==> src/rtl/rr_arbiter4.sv <==
// Four-requester round-robin arbiter with a grant-hold timeout.
// The grant is presented as a binary index, a one-hot vector and a one-cold
// vector, all registered and updated together on the same edge.
//
// state   | meaning
// --------+-----------------------------------------------------------
// S_IDLE  | no owner; outputs at idle values, waiting for any request
// S_GRANT | idx_q owns the resource; cnt_q counts the cycles it has held it

module rr_arbiter4 #(
   parameter int unsigned MAX_HOLD = 16,
   parameter int unsigned CNT_W    = 8
) (
   input  logic             clk,
   input  logic             rstN,
   input  logic [3:0]       req,
   output logic             grantValid,
   output logic [1:0]       grantIdx,
   output logic [3:0]       grantOneHot,
   output logic [3:0]       grantOneCold,
   output logic [CNT_W-1:0] holdCnt
);

   typedef enum logic {
      S_IDLE  = 1'b0,
      S_GRANT = 1'b1
   } state_t;

   // MAX_HOLD of 0 disables the timeout; otherwise rotation is due once the
   // owner has been granted for MAX_HOLD cycles (count MAX_HOLD-1).
   localparam bit               HOLD_EN  = (MAX_HOLD != 0);
   localparam logic [CNT_W-1:0] HOLD_LIM = HOLD_EN ? CNT_W'(MAX_HOLD - 1) : '0;
   localparam logic [CNT_W-1:0] CNT_MAX  = '1;

   state_t           state_q, state_d;
   logic [1:0]       ptr_q, ptr_d;
   logic             valid_q, valid_d;
   logic [1:0]       idx_q, idx_d;
   logic [3:0]       onehot_q, onehot_d;
   logic [3:0]       onecold_q;
   logic [CNT_W-1:0] cnt_q, cnt_d;

   logic             win_found;
   logic [1:0]       win_idx;
   logic             do_grant;
   logic             do_idle;

   // Returns {found, index} of the first set request searching from p upward.
   function automatic logic [2:0] rr_pick(input logic [3:0] r, input logic [1:0] p);
      logic [2:0] res;
      logic [1:0] cand;
      res = 3'b000;
      for (int i = 3; i >= 0; i--) begin
         cand = p + 2'(i);
         if (r[cand]) begin
            res = {1'b1, cand};
         end
      end
      return res;
   endfunction

   // Round-robin winner among the currently sampled requests.
   always_comb begin
      {win_found, win_idx} = rr_pick(req, ptr_q);
   end

   // Next-state: release/handoff first, then forced rotation, else hold.
   always_comb begin
      state_d  = state_q;
      ptr_d    = ptr_q;
      valid_d  = valid_q;
      idx_d    = idx_q;
      onehot_d = onehot_q;
      cnt_d    = cnt_q;
      do_grant = 1'b0;
      do_idle  = 1'b0;

      case (state_q)
         S_IDLE: begin
            do_grant = win_found;
         end
         S_GRANT: begin
            if (!req[idx_q]) begin
               do_grant = win_found;
               do_idle  = !win_found;
            end else if (HOLD_EN && (cnt_q >= HOLD_LIM) && |(req & ~onehot_q)) begin
               // ptr_q is owner+1, so the owner is searched last and loses
               do_grant = 1'b1;
            end else if (cnt_q != CNT_MAX) begin
               cnt_d = cnt_q + 1'b1;
            end
         end
         default: begin
            do_idle = 1'b1;
         end
      endcase

      if (do_grant) begin
         state_d  = S_GRANT;
         valid_d  = 1'b1;
         idx_d    = win_idx;
         onehot_d = 4'b0001 << win_idx;
         ptr_d    = win_idx + 2'd1;
         cnt_d    = '0;
      end else if (do_idle) begin
         state_d  = S_IDLE;
         valid_d  = 1'b0;
         idx_d    = 2'd0;
         onehot_d = 4'h0;
         cnt_d    = '0;
      end
   end

   // State and output registers; reset forces idle outputs immediately.
   always_ff @(posedge clk or negedge rstN) begin
      if (!rstN) begin
         state_q   <= S_IDLE;
         ptr_q     <= 2'd0;
         valid_q   <= 1'b0;
         idx_q     <= 2'd0;
         onehot_q  <= 4'h0;
         onecold_q <= 4'hF;
         cnt_q     <= '0;
      end else begin
         state_q   <= state_d;
         ptr_q     <= ptr_d;
         valid_q   <= valid_d;
         idx_q     <= idx_d;
         onehot_q  <= onehot_d;
         onecold_q <= ~onehot_d;
         cnt_q     <= cnt_d;
      end
   end

   assign grantValid   = valid_q;
   assign grantIdx     = idx_q;
   assign grantOneHot  = onehot_q;
   assign grantOneCold = onecold_q;
   assign holdCnt      = cnt_q;

endmodule

==> config.mk <==
export PLATFORM = sky130hd
export DESIGN_NAME = rr_arbiter4
export DESIGN_NICKNAME = d
export VERILOG_FILES = /design/src/rtl/rr_arbiter4.sv
export SDC_FILE = /design/constraint.sdc
export NUM_CORES = 1
export LEC_CHECK = 0
export CORE_ASPECT_RATIO = 0.5
export CORE_UTILIZATION = 35
export DETAILED_ROUTE_END_ITERATION = 7
export GPL_TIMING_DRIVEN = 0
export PLACE_DENSITY_LB_ADDON = 0.15
export SYNTH_ARGS = -nofsm -noshare
export SYNTH_HDL_FRONTEND = slang
export SYNTH_SLANG_ARGS = --single-unit
==> constraint.sdc <==
create_clock -name clk -period 2.4 [get_ports clk]
set_input_delay 0.48 -clock clk [delete_from_list [all_inputs] [get_ports clk]]
set_output_delay 0.48 -clock clk [all_outputs]
set_load 0.03 [all_outputs]
# Yosys cells after proc, flatten, opt, wreduce, memory -nomap -nowiden
# Index checks and enable logic that the tools add are counted.
classes:
  add_sub_neg: 5
  order_cmp: 6
  eq_ne: 2
  shift: 1
  muxes: 31
  n_bitwise: 4
  n_reduce_logical: 8
ops:
  columns: ["operator", "count"]
  rows:
  - ["8-bit 2-to-1 mux", 6]
  - ["2-bit by 3-bit less-than comparator with 1-bit output, second input constant", 5]
  - ["3-bit 2-to-1 mux", 4]
  - ["1-bit 2-to-1 mux", 11]
  - ["1-bit binary-select mux with 2-bit select", 5]
  - ["3-bit nonzero test", 3]
  - ["8-bit by 1-bit adder with 8-bit output, second input constant", 1]
  - ["8-bit by 4-bit greater-or-equal comparator with 1-bit output, second input constant", 1]
  - ["4-bit 2-to-1 mux", 2]
  - ["8-bit inequality test, second input constant", 1]
  - ["4-bit NOT", 2]
  - ["2-bit by 1-bit adder with 2-bit output, second input constant", 2]
  - ["2-bit adder, second input constant", 2]
  - ["4-bit AND", 1]
  - ["2-bit 2-to-1 mux", 2]
  - ["4-bit AND reduction", 1]
  - ["4-bit OR reduction", 1]
  - ["1-bit by 2-bit << shifter with 4-bit output, first input constant", 1]
  - ["3-bit inequality test, second input constant", 1]
  - ["1-bit case mux with 2 select lines", 1]
  - ["2-bit nonzero test", 1]
  - ["1-bit logical AND", 1]
  - ["1-bit logical NOT", 1]
  - ["1-bit NOT", 1]
totals:
  ff_bits: 21
  input_bits: 6
  output_inout_bits: 19
  word_cells: 63

# Longest topological paths before layout
# Gate-level depths: netlist (run 1).
depth:
  depth_word: 13
  ltp_mapped: 8

# Worst setup path before layout (run 1)
# No wires, ideal clock.
synth_path:
  kind: "register to register"
  startpoint: "register cnt_q[0] (netlist: holdCnt[0])"
  endpoint: "register idx_q[1] (netlist: grantIdx[1])"
  arrival_ns: 1.688
  required_time_ns: 2.279
  path_slack_ns: 0.591
  stages_incl_launch_ff: 9
  period_less_slack_ns: 1.809
  cell_sequence: "dfrtp_1 ha_1 nand3_1 nand2_1 a22oi_2 buf_6 nor2_4 buf_6 a22o_1"
synth_between:
  elab_chain_cells: 6
  word_cells_on_any_way: 7
  classes_between: "order compare (1); mux (4); reduce/logical (2)"
synth_rtl:
  columns: ["element", "line", "text"]
  rows:
  - ["start: declaration", "41", "logic [CNT_W-1:0] cnt_q, cnt_d;"]
  - ["start signal: assignment", "131", "cnt_q <= cnt_d;"]
  - ["8-bit by 4-bit greater-or-equal comparator with 1-bit output (*)", "86", "end else if (HOLD_EN && (cnt_q >= HOLD_LIM) && |(req & ~onehot_q)) begin"]
  - ["1-bit logical AND (*)", "86", null]
  - ["1-bit 2-to-1 mux (*)", "86", null]
  - ["1-bit 2-to-1 mux (*)", "83", "if (!req[idx_q]) begin"]
  - ["1-bit case mux with 2 select lines (*)", "78", "case (state_q)"]
  - ["2-bit 2-to-1 mux / 2-bit nonzero test (equally long branches)", null, null]
  - ["end signal: assignment", "128", "idx_q <= idx_d;"]
  - ["end: declaration", "38", "logic [1:0] idx_q, idx_d;"]
# Mark *: on every way between the ends. The rest lies on a longest branch, timed or not.
# A chain may end at the register's enable or synchronous reset.

# Worst setup path in the final report (run 1)
layout_path:
  startpoint: "input port req[3]"
  endpoint: "register ptr_q[1]"
layout_between:
  elab_chain_cells: 8
  word_cells_on_any_way: 21
  classes_between: "add/sub (1); mux (17); bitwise (1); reduce/logical (2)"
layout_rtl:
  columns: ["element", "line", "text"]
  rows:
  - ["start: declaration", "16", "input logic [3:0] req,"]
  - ["1-bit binary-select mux with 2-bit select", "55", "if (r[cand]) begin"]
  - ["1-bit 2-to-1 mux (implied by the code)", "55", null]
  - ["3-bit 2-to-1 mux (4 in series)", "55", null]
  - ["1-bit 2-to-1 mux", "83", null]
  - ["1-bit case mux with 2 select lines", "78", null]
  - ["end signal: assignment", "126", "ptr_q <= ptr_d;"]
  - ["end: declaration", "36", "logic [1:0] ptr_q, ptr_d;"]
# Several ways; a longest one is shown, not always the timed one. The select of a mux whose other input is x is not followed.

==> results.cfg, run 1 <==
[cells_and_area]
syn_to_final_growth_pct = 28.6
multi_input_area_um2 = 592
diodes = 0
seqCellArea_um2 = 531
nets = 152
fin_area_um2 = 1510
final_layout_size_suffix_gt1_share_pct = 13.6
fill_cells = 290

[synthesis]
synth_nets = 123
synth_cells = 112
syn_avg_cell_area_um2 = 10.5
ys_seq_area_share_pct = 45.2
netlist_area_um2 = 1170
yosysWarnings = 0
synth.distinct_cells = 37
ys_seq_elements = 21

[floorplan]
die_h_um = 42.9
initial_core_util_pct = 37.9
dieArea_um2 = 3600
rows = 14
core_area_um2 = 3100
ios = 25
die_w_um = 83.9

[critical_path]
cp.arrival_ns = 2.21
critPathRequiredTime_ns = 2.55
reg2reg_to = grantOneHot[1]
crit_path_end_kind = register
r2r_slack_ns = 0.59
r2r_start = holdCnt[0]
path_max_fanout = 10
reg2regPathDepth = 8
start_kind = input pin
path_class = in2reg

[sta]
fmax_mhz = 484
max_slew.worst_pin.slew_ns = 0.952
finalCriticalPeriod_ns = 2.06
setup_viol = 0
max_slew_margin_pct = 36.3
post-route-period-util_pct = 86.0
finalHoldViolations = 0
fin_setup_tns_ns = 0
fin_skew_ns = 0.00173
rsz0062_at_grt = no
slew_viol_final = 0

[cts]
postCtsSetupBuffers = 0
ctsResizeCount = 0
cts_inserted_buffers = 3
clk_pin_slew_ns = 0.08
cts_tree = done
cts.path.max_buffers = 2
clock-sinks = 21
clock_latency_ns = 0.26
hold_buffers = 0
cts_htree_levels = 1
cts-root-buf = clkbuf_8

[routing]
drt_iter0_drc = 40
antenna_left = 0
vias = 968
vias_per_cell = 5.38
drt_pass1_iterations = 4
routedWlPerCell_um = 13.6
routed_wl_um = 2450
drc = 0

[worst_hold_path]
hold_depth = 1
hold_class = reg2reg
worstHoldStart = grantOneHot[2]
min_to = grantOneCold[2]

[pwr]
p_leak_uw = 0.000633
power.total_uw = 1620
power_density_nw_per_um2 = 1080
ir_drop_mv = 0.304

[run]
cap_viol_max_count = 0

[global_routing]
grt_usage_pct = 15.0
antenna_found_initial = 0
grt_start_max_net_pins = 22
grt_overflow_total = 0
grt_pass1_wl_um = 4230
grt_pass1_vias = 904

[placement]
portBuffers = 24
place_area_um2 = 1460
gp_congestion = 0.719
dp_hpwl_um = 1840

[status]
status = finished, final reports clean
sequential cells by signal (all words and copies together), names as in the netlist:
signal,flops
grantOneCold,4
grantValid,1
grantOneHot,4
holdCnt,8
ptr_q,2
grantIdx,2
cell type report:
class,instances,area share [%]
multi-input cells,82,39.2
flip-flops and latches,21,35.2
repair buffers,24,15.9
well taps,40,3.32
clock buffers,4,2.99
plain buffers,4,2.16
inverters,5,1.24
how the worst max path moves through the flow:
stage	start	endpoint	slack [ns]
finish	req[3]	ptr_q[1]	0.34
global placement	req[0]	holdCnt[5]	0.04
floorplan	holdCnt[0]	grantIdx[1]	0.59
detailed placement	req[0]	holdCnt[5]	0.04
CTS	req[0]	holdCnt[5]	0.31
global route	req[0]	holdCnt[5]	0.22
where the power goes:
part           internal (uW)  total (uW)  switching, uW
registers                471         564           93.5
clock network            118         235            116
logic                    390         825            435
total                    979        1620            645
layout by cell type (no fill, tap or decap), drive strengths merged, types with 2 or more instances in the layout:
cell type | Yosys | layout
inv | 5 | 5
mux2 | 5 | 5
dfstp | 4 | 4
buf | 2 | 2
dfrtp | 17 | 17
nand2b | 5 | 5
nor4 | 3 | 3
or2b | 2 | 2
a21oi | 6 | 6
ha | 5 | 5
nand2 | 10 | 10
nand3 | 6 | 6
clkdlybuf4s50 | 0 | 24
a22o | 7 | 7
clkbuf | 2 | 6
nor2 | 5 | 5
a22oi | 6 | 6
o21ai | 5 | 5
o21a | 2 | 2
worst max-delay path, stage by stage:
cell	delay, ns
clkdlybuf4s50_1	0.61
or2b_1	0.26
o2111ai_1	0.13
a22oi_2	0.10
buf_6	0.16
nor2_4	0.13
mux2_2	0.34
cell families after synthesis:
family / Yosys count / share of synthesized area, %
flops: 21 / 45.2
simple gates: 37 / 18.2
compound gates: 34 / 21.2
mux: 6 / 5.65
buf+inv: 9 / 4.37
fa+ha+maj: 5 / 5.33
Yosys cell counts:
library cell	count	area (um2)
o31a_1	1	8.76
inv_1	5	18.8
a22oi_2	1	12.5
nand3b_1	1	7.51
nor2_1	4	15.0
o21a_1	2	15.0
dfrtp_1	17	425
a21oi_1	6	30.0
clkbuf_2	2	10.0
nand2b_1	5	31.3
o21ai_0	5	25.0
a22oi_1	5	37.5
o211a_1	1	10.0
o211ai_1	1	7.51
and3_1	1	6.26
a41oi_1	1	8.76
nor4_4	1	21.3
mux2_1	1	11.3
a22o_1	7	61.3
mux2_2	4	45.0
mux2i_1	1	10.0
o2111ai_1	1	8.76
nand3_1	6	30.0
nor4_1	2	12.5
nor2_4	1	11.3
ha_1	5	62.6
nor3b_1	1	7.51
o31ai_1	1	7.51
and2_1	1	6.26
or2_2	1	6.26
o311ai_1	1	8.76
buf_6	2	22.5
nand4_1	1	6.26
dfstp_2	4	105
nand2_1	10	37.5
a21o_1	1	7.51
or2b_1	2	15.0
stage by stage:
step                hold WS (ns)  worst slack [ns]  instances  util [%]
floorplan                  0.184             0.591        112         -
global placement           0.466            0.0423        176      47.2
detailed placement         0.481            0.0413        176      47.2
CTS                        0.492             0.312        180      48.7
global route               0.514             0.219        180      48.7
finish                     0.486             0.335        180      48.7
metal layers:
layer	routed length [um]	vias up	GRT usage, %	share of wire [%]
met2	1160	19	25.7	47
met1	1190	481	19.1	49
met3	93	0	5.45	3.8
li1	-	468	-	-
met4	0	0	1.03	0
met5	0	-	0	0
Power figures use the tool's default switching activity.
==> run 2, diff against run 1 <==
PLACE_DENSITY_LB_ADDON = default   (was 0.15)
==> run 2 against run 1 <==
  * The run now ends with design-rule violations left
  * Count of clock-buffer cells in the layout did not move
  * Via count fell by 3.2%
  * Fmax fell by 1.1%
  * Clock power barely moved
  * Wire length fell by 1.1%
  * Non-clock buffer count did not move
  * Combinational power fell by 1%
  * Die area did not move
  * Worst hold slack got worse by 0.0039 ns
  * Register-to-register slack barely moved
  * First-iteration DRC count rose by 30%
  * Critical endpoint is now ptr_q[0]
  * Largest power group unchanged
==> results.cfg, run 2 (synthesized netlist as in run 1, its figures left out) <==
[status]
status = finished with violations
failed_checks = design-rule violations

[floorplan]
dieArea_um2 = 3600
rows = 14
ios = 25
die_w_um = 83.9
initial_core_util_pct = 37.9
core_area_um2 = 3100
die_h_um = 42.9

[cts]
cts_tree = done
clk_pin_slew_ns = 0.07
clock_latency_ns = 0.26
ctsResizeCount = 0
postCtsSetupBuffers = 0
clock-sinks = 21
cts_inserted_buffers = 3
cts.path.max_buffers = 2
cts-root-buf = clkbuf_8
hold_buffers = 0
cts_htree_levels = 1

[cells_and_area]
fill_cells = 301
fin_area_um2 = 1510
final_util_pct = 48.7
largest_reg_flops = 8
syn_to_final_growth_pct = 28.6
nets = 152
final_layout_size_suffix_gt1_share_pct = 13.6
layout_commonest_cell = clkdlybuf4s50_1
final_cell_mix = clkdlybuf4s50_1, dfrtp_1, nand2_1, a22o_1
diodes = 0

[pwr]
power.total_uw = 1610
internal-power_uw = 977
ir_drop_mv = 0.460
p_leak_uw = 0.000633
clockPowerShare_pct = 14.4
power_frac_comb_pct = 50.6
pwr-share-seq_pct = 34.9
switching_share_pct = 39.4
power_switching_uw = 636
power_density_nw_per_um2 = 1070

[worst_hold_path]
hold_class = reg2reg

[sta]
setup_viol = 0
finalHoldViolations = 0
rsz0062_at_grt = no
max_slew.worst_pin.slew_ns = 0.947
post-route-period-util_pct = 87.0
max_slew_margin_pct = 36.7
finalCriticalPeriod_ns = 2.09
fin_setup_tns_ns = 0
slew_viol_final = 0
fin_skew_ns = 0.00449
fmax_mhz = 479

[global_routing]
grt_pass1_vias = 871
grt_start_max_net_pins = 22
grt_pass1_wl_um = 4140
antenna_found_initial = 0
grt_overflow_total = 0
grt_usage_pct = 14.8

[routing]
highest_layer = met3
vias_per_cell = 5.21
drc = 4
dr_wl_met3_um = 74
met1_length_um = 1190
routed_wl_um = 2420
drt_iter0_drc = 52
antenna_left = 0
routedWlPerCell_um = 13.4
vias = 937
drt_pass1_iterations = 8
dr_wl_met2_um = 1150

[critical_path]
path_buf_inv = 2
cp_top_family = buffers and inverters
critPathRequiredTime_ns = 2.55
slowest_delay_ns = 0.62
path_cells = clkdlybuf4s50_1 > or2b_1 > o2111ai_1 > a22oi_2 > buf_6 > nor2_4 > mux2_2
crit_slowest_cell = clkdlybuf4s50_1
start_kind = input pin
crit_path_end_kind = register
cp.arrival_ns = 2.24
path_class = in2reg
path_max_fanout = 10

[placement]
dp_hpwl_um = 1770
place_area_um2 = 1460
gp_congestion = 0.785
portBuffers = 24

[run]
cap_viol_max_count = 0
run 2: cell counts in the layout (fill, tap and decap cells not counted):
No cell type changed its count.
run 2: layer usage:
layer | GRT usage, % | vias to the layer above
met5 | 0 | -
met4 | 3.10 | 0
met3 | 4.67 | 0
met2 | 23.3 | 16
met1 | 20.2 | 452
li1 | - | 469
run 2: worst paths after layout:
| kind | from | end | slack, ns | cells past startpoint |
|---|---|---|---|---|
| min in group asynchronous | rstN | holdCnt[2] | 0.75 | 1 |
| max in group asynchronous | rstN | ptr_q[0] | 1.08 | 1 |
| setup reg to reg | holdCnt[0] | grantIdx[1] | 0.58 | 8 |
| setup / recovery | req[3] | ptr_q[0] | 0.31 | 7 |
| hold / removal | grantOneHot[3] | grantOneCold[3] | 0.48 | 1 |
| hold reg to reg | grantOneHot[3] | grantOneCold[3] | 0.48 | 1 |
run 2: power by group through the flow:
| stage | clock (uW) | sequential (uW) | combinational (uW) |
|---|---|---|---|
| after floorplan | 0 | 714 | 414 |
| after global placement | 0 | 569 | 814 |
| after detailed placement | 0 | 572 | 821 |
| after CTS | 243 | 565 | 824 |
| after global routing | 261 | 581 | 882 |
| final | 233 | 563 | 817 |
run 2: metrics by stage:
step           hold slack, ns  setup WS (ns)  cells
3_3_place_gp            0.461         0.0368    176
4_1_cts                 0.488          0.301    180
2_1_floorplan           0.184          0.591    112
5_1_grt                 0.507          0.132    180
6_report                0.482          0.312    180
3_5_place_dp            0.476         0.0202    176
run 2: cell type report:
type | instances | area [um2] | area share [%]
multi-input cells | 82 | 592 | 39.2
flip-flops and latches | 21 | 531 | 35.2
repair buffers | 24 | 240 | 15.9
well taps | 40 | 50.0 | 3.32
clock buffers | 4 | 45.0 | 2.99
plain buffers | 4 | 32.5 | 2.16
inverters | 5 | 18.8 | 1.24
==> run 3, diff against run 2 <==
clock period = 2 ns   (was 2.4 ns; I/O delays follow)
==> run 3 against run 2 <==
  * The run still ends with design-rule violations left
  * Cell count stayed put
  * Wire length is 0.58% higher
  * Largest power group unchanged
  * Total power is 20% higher
  * First-iteration DRC count is 1.9% lower
  * Clock skew is 0.00059 ns lower
  * Critical path depth is 6 lower
  * Sequential share of layout area is 0.23 points lower
  * Count of clock-buffer cells in the layout stayed put
  * Via count is 0.32% higher
  * Final area is 0.66% higher
==> results.cfg, run 3 (synthesized netlist as in run 1, its figures left out) <==
[status]
status = finished with violations
failed_checks = design-rule violations

[pwr]
pwr-share-seq_pct = 35.0
power_switching_uw = 764
power.total_uw = 1930
power_frac_comb_pct = 50.6
p_leak_uw = 0.000654
switching_share_pct = 39.5
clockPowerShare_pct = 14.4
power_density_nw_per_um2 = 1270
ir_drop_mv = 0.552
internal-power_uw = 1170

[sta]
rsz0062_at_grt = no
max_slew.worst_pin.slew_ns = 0.949
fmax_mhz = 537
max_slew_margin_pct = 36.5
fin_skew_ns = 0.00390
finalCriticalPeriod_ns = 1.86
setup_viol = 0
slew_viol_final = 0
fin_setup_tns_ns = 0
post-route-period-util_pct = 93.2
finalHoldViolations = 0

[floorplan]
initial_core_util_pct = 37.9
die_h_um = 42.9
ios = 25
rows = 14
core_area_um2 = 3100
die_w_um = 83.9
dieArea_um2 = 3600

[cells_and_area]
diodes = 0
final_cell_mix = clkdlybuf4s50_1, dfrtp_1, nand2_1, a22o_1
fill_cells = 301
nets = 152
layout_commonest_cell = clkdlybuf4s50_1
syn_to_final_growth_pct = 29.4
fin_area_um2 = 1520
final_layout_size_suffix_gt1_share_pct = 14.3
largest_reg_flops = 8

[worst_hold_path]
hold_class = reg2reg
worstHoldStart = grantOneHot[3]
min_to = grantOneCold[3]
hold_depth = 1

[cts]
postCtsSetupBuffers = 0
cts_inserted_buffers = 3
clk_pin_slew_ns = 0.08
cts_htree_levels = 1
clock-sinks = 21
hold_buffers = 0
clock_latency_ns = 0.26
cts.path.max_buffers = 2
cts_tree = done
cts-root-buf = clkbuf_8

[critical_path]
reg2reg_to = grantIdx[1]
reg2regPathDepth = 8
r2r_slack_ns = 0.18
cp.arrival_ns = 1.46
start_kind = register
path_cells = clkdlybuf4s50_1
critPathRequiredTime_ns = 1.60
cp_top_family = buffers and inverters
slowest_delay_ns = 0.72
r2r_start = holdCnt[0]
path_buf_inv = 1
crit_slowest_cell = clkdlybuf4s50_1
path_max_fanout = 8
crit_start = holdCnt[5]
path_class = reg2out
crit_path_end_kind = primary output

[routing]
drt_pass1_iterations = 8
drc = 4
vias = 940
drt_iter0_drc = 51
routed_wl_um = 2430
highest_layer = met3
dr_wl_met2_um = 1140
met1_length_um = 1220
antenna_left = 0
vias_per_cell = 5.22
routedWlPerCell_um = 13.5
dr_wl_met3_um = 76

[placement]
portBuffers = 24
place_area_um2 = 1460
gp_congestion = 0.785
dp_hpwl_um = 1770

[global_routing]
grt_pass1_vias = 867
grt_usage_pct = 14.8
grt_pass1_wl_um = 4130
grt_start_max_net_pins = 22
grt_overflow_total = 0
antenna_found_initial = 0

[run]
cap_viol_max_count = 0
-- run 3: area by class of cell --
type | count | area (um2) | share of cell area [%]
clock buffer | 4 | 45.0 | 2.97
buffer | 4 | 32.5 | 2.14
inverter | 5 | 18.8 | 1.24
timing repair buffer | 24 | 243 | 16.0
multi-input combinational | 82 | 599 | 39.5
sequential | 21 | 531 | 34.9
tap | 40 | 50.0 | 3.29
-- run 3: layer usage --
layer  up-vias  global-route usage, %
met5         -                      0
met4         0                   3.10
met3         0                   4.67
met2        16                   23.1
met1       453                   20.2
li1        471                      -
-- run 3: per-stage QoR --
step | std cells | util, % | setup WS, ns | hold slack, ns
2_1_floorplan | 112 | - | 0.191 | 0.104
3_3_place_gp | 176 | 47.2 | -0.283 | 0.461
3_5_place_dp | 176 | 47.2 | -0.300 | 0.476
4_1_cts | 180 | 48.7 | 0.0269 | 0.488
5_1_grt | 180 | 49.0 | 0.0687 | 0.507
6_report | 180 | 49.0 | 0.137 | 0.482
-- run 3: worst max path at each step --
stage,to,slack [ns],cells past startpoint
6_report,holdCnt[5],0.14,1
5_1_grt,grantOneHot[3],0.07,8
4_1_cts,ptr_q[0],0.03,7
3_5_place_dp,ptr_q[0],-0.30,7
3_3_place_gp,ptr_q[0],-0.28,7
2_1_floorplan,grantIdx[1],0.19,8
-- run 3: power by group through the flow --
stage          logic, uW  registers, uW  clock network, uW
2_1_floorplan        497            857                  0
3_3_place_gp         976            683                  0
3_5_place_dp         985            686                  0
4_1_cts              987            678                292
5_1_grt             1060            697                313
6_report             980            677                278
-- run 3: timing repair --
item                       CTS  global route
setup endpoints to repair    3             6
pin swaps                    0             1
resized for setup            3             3
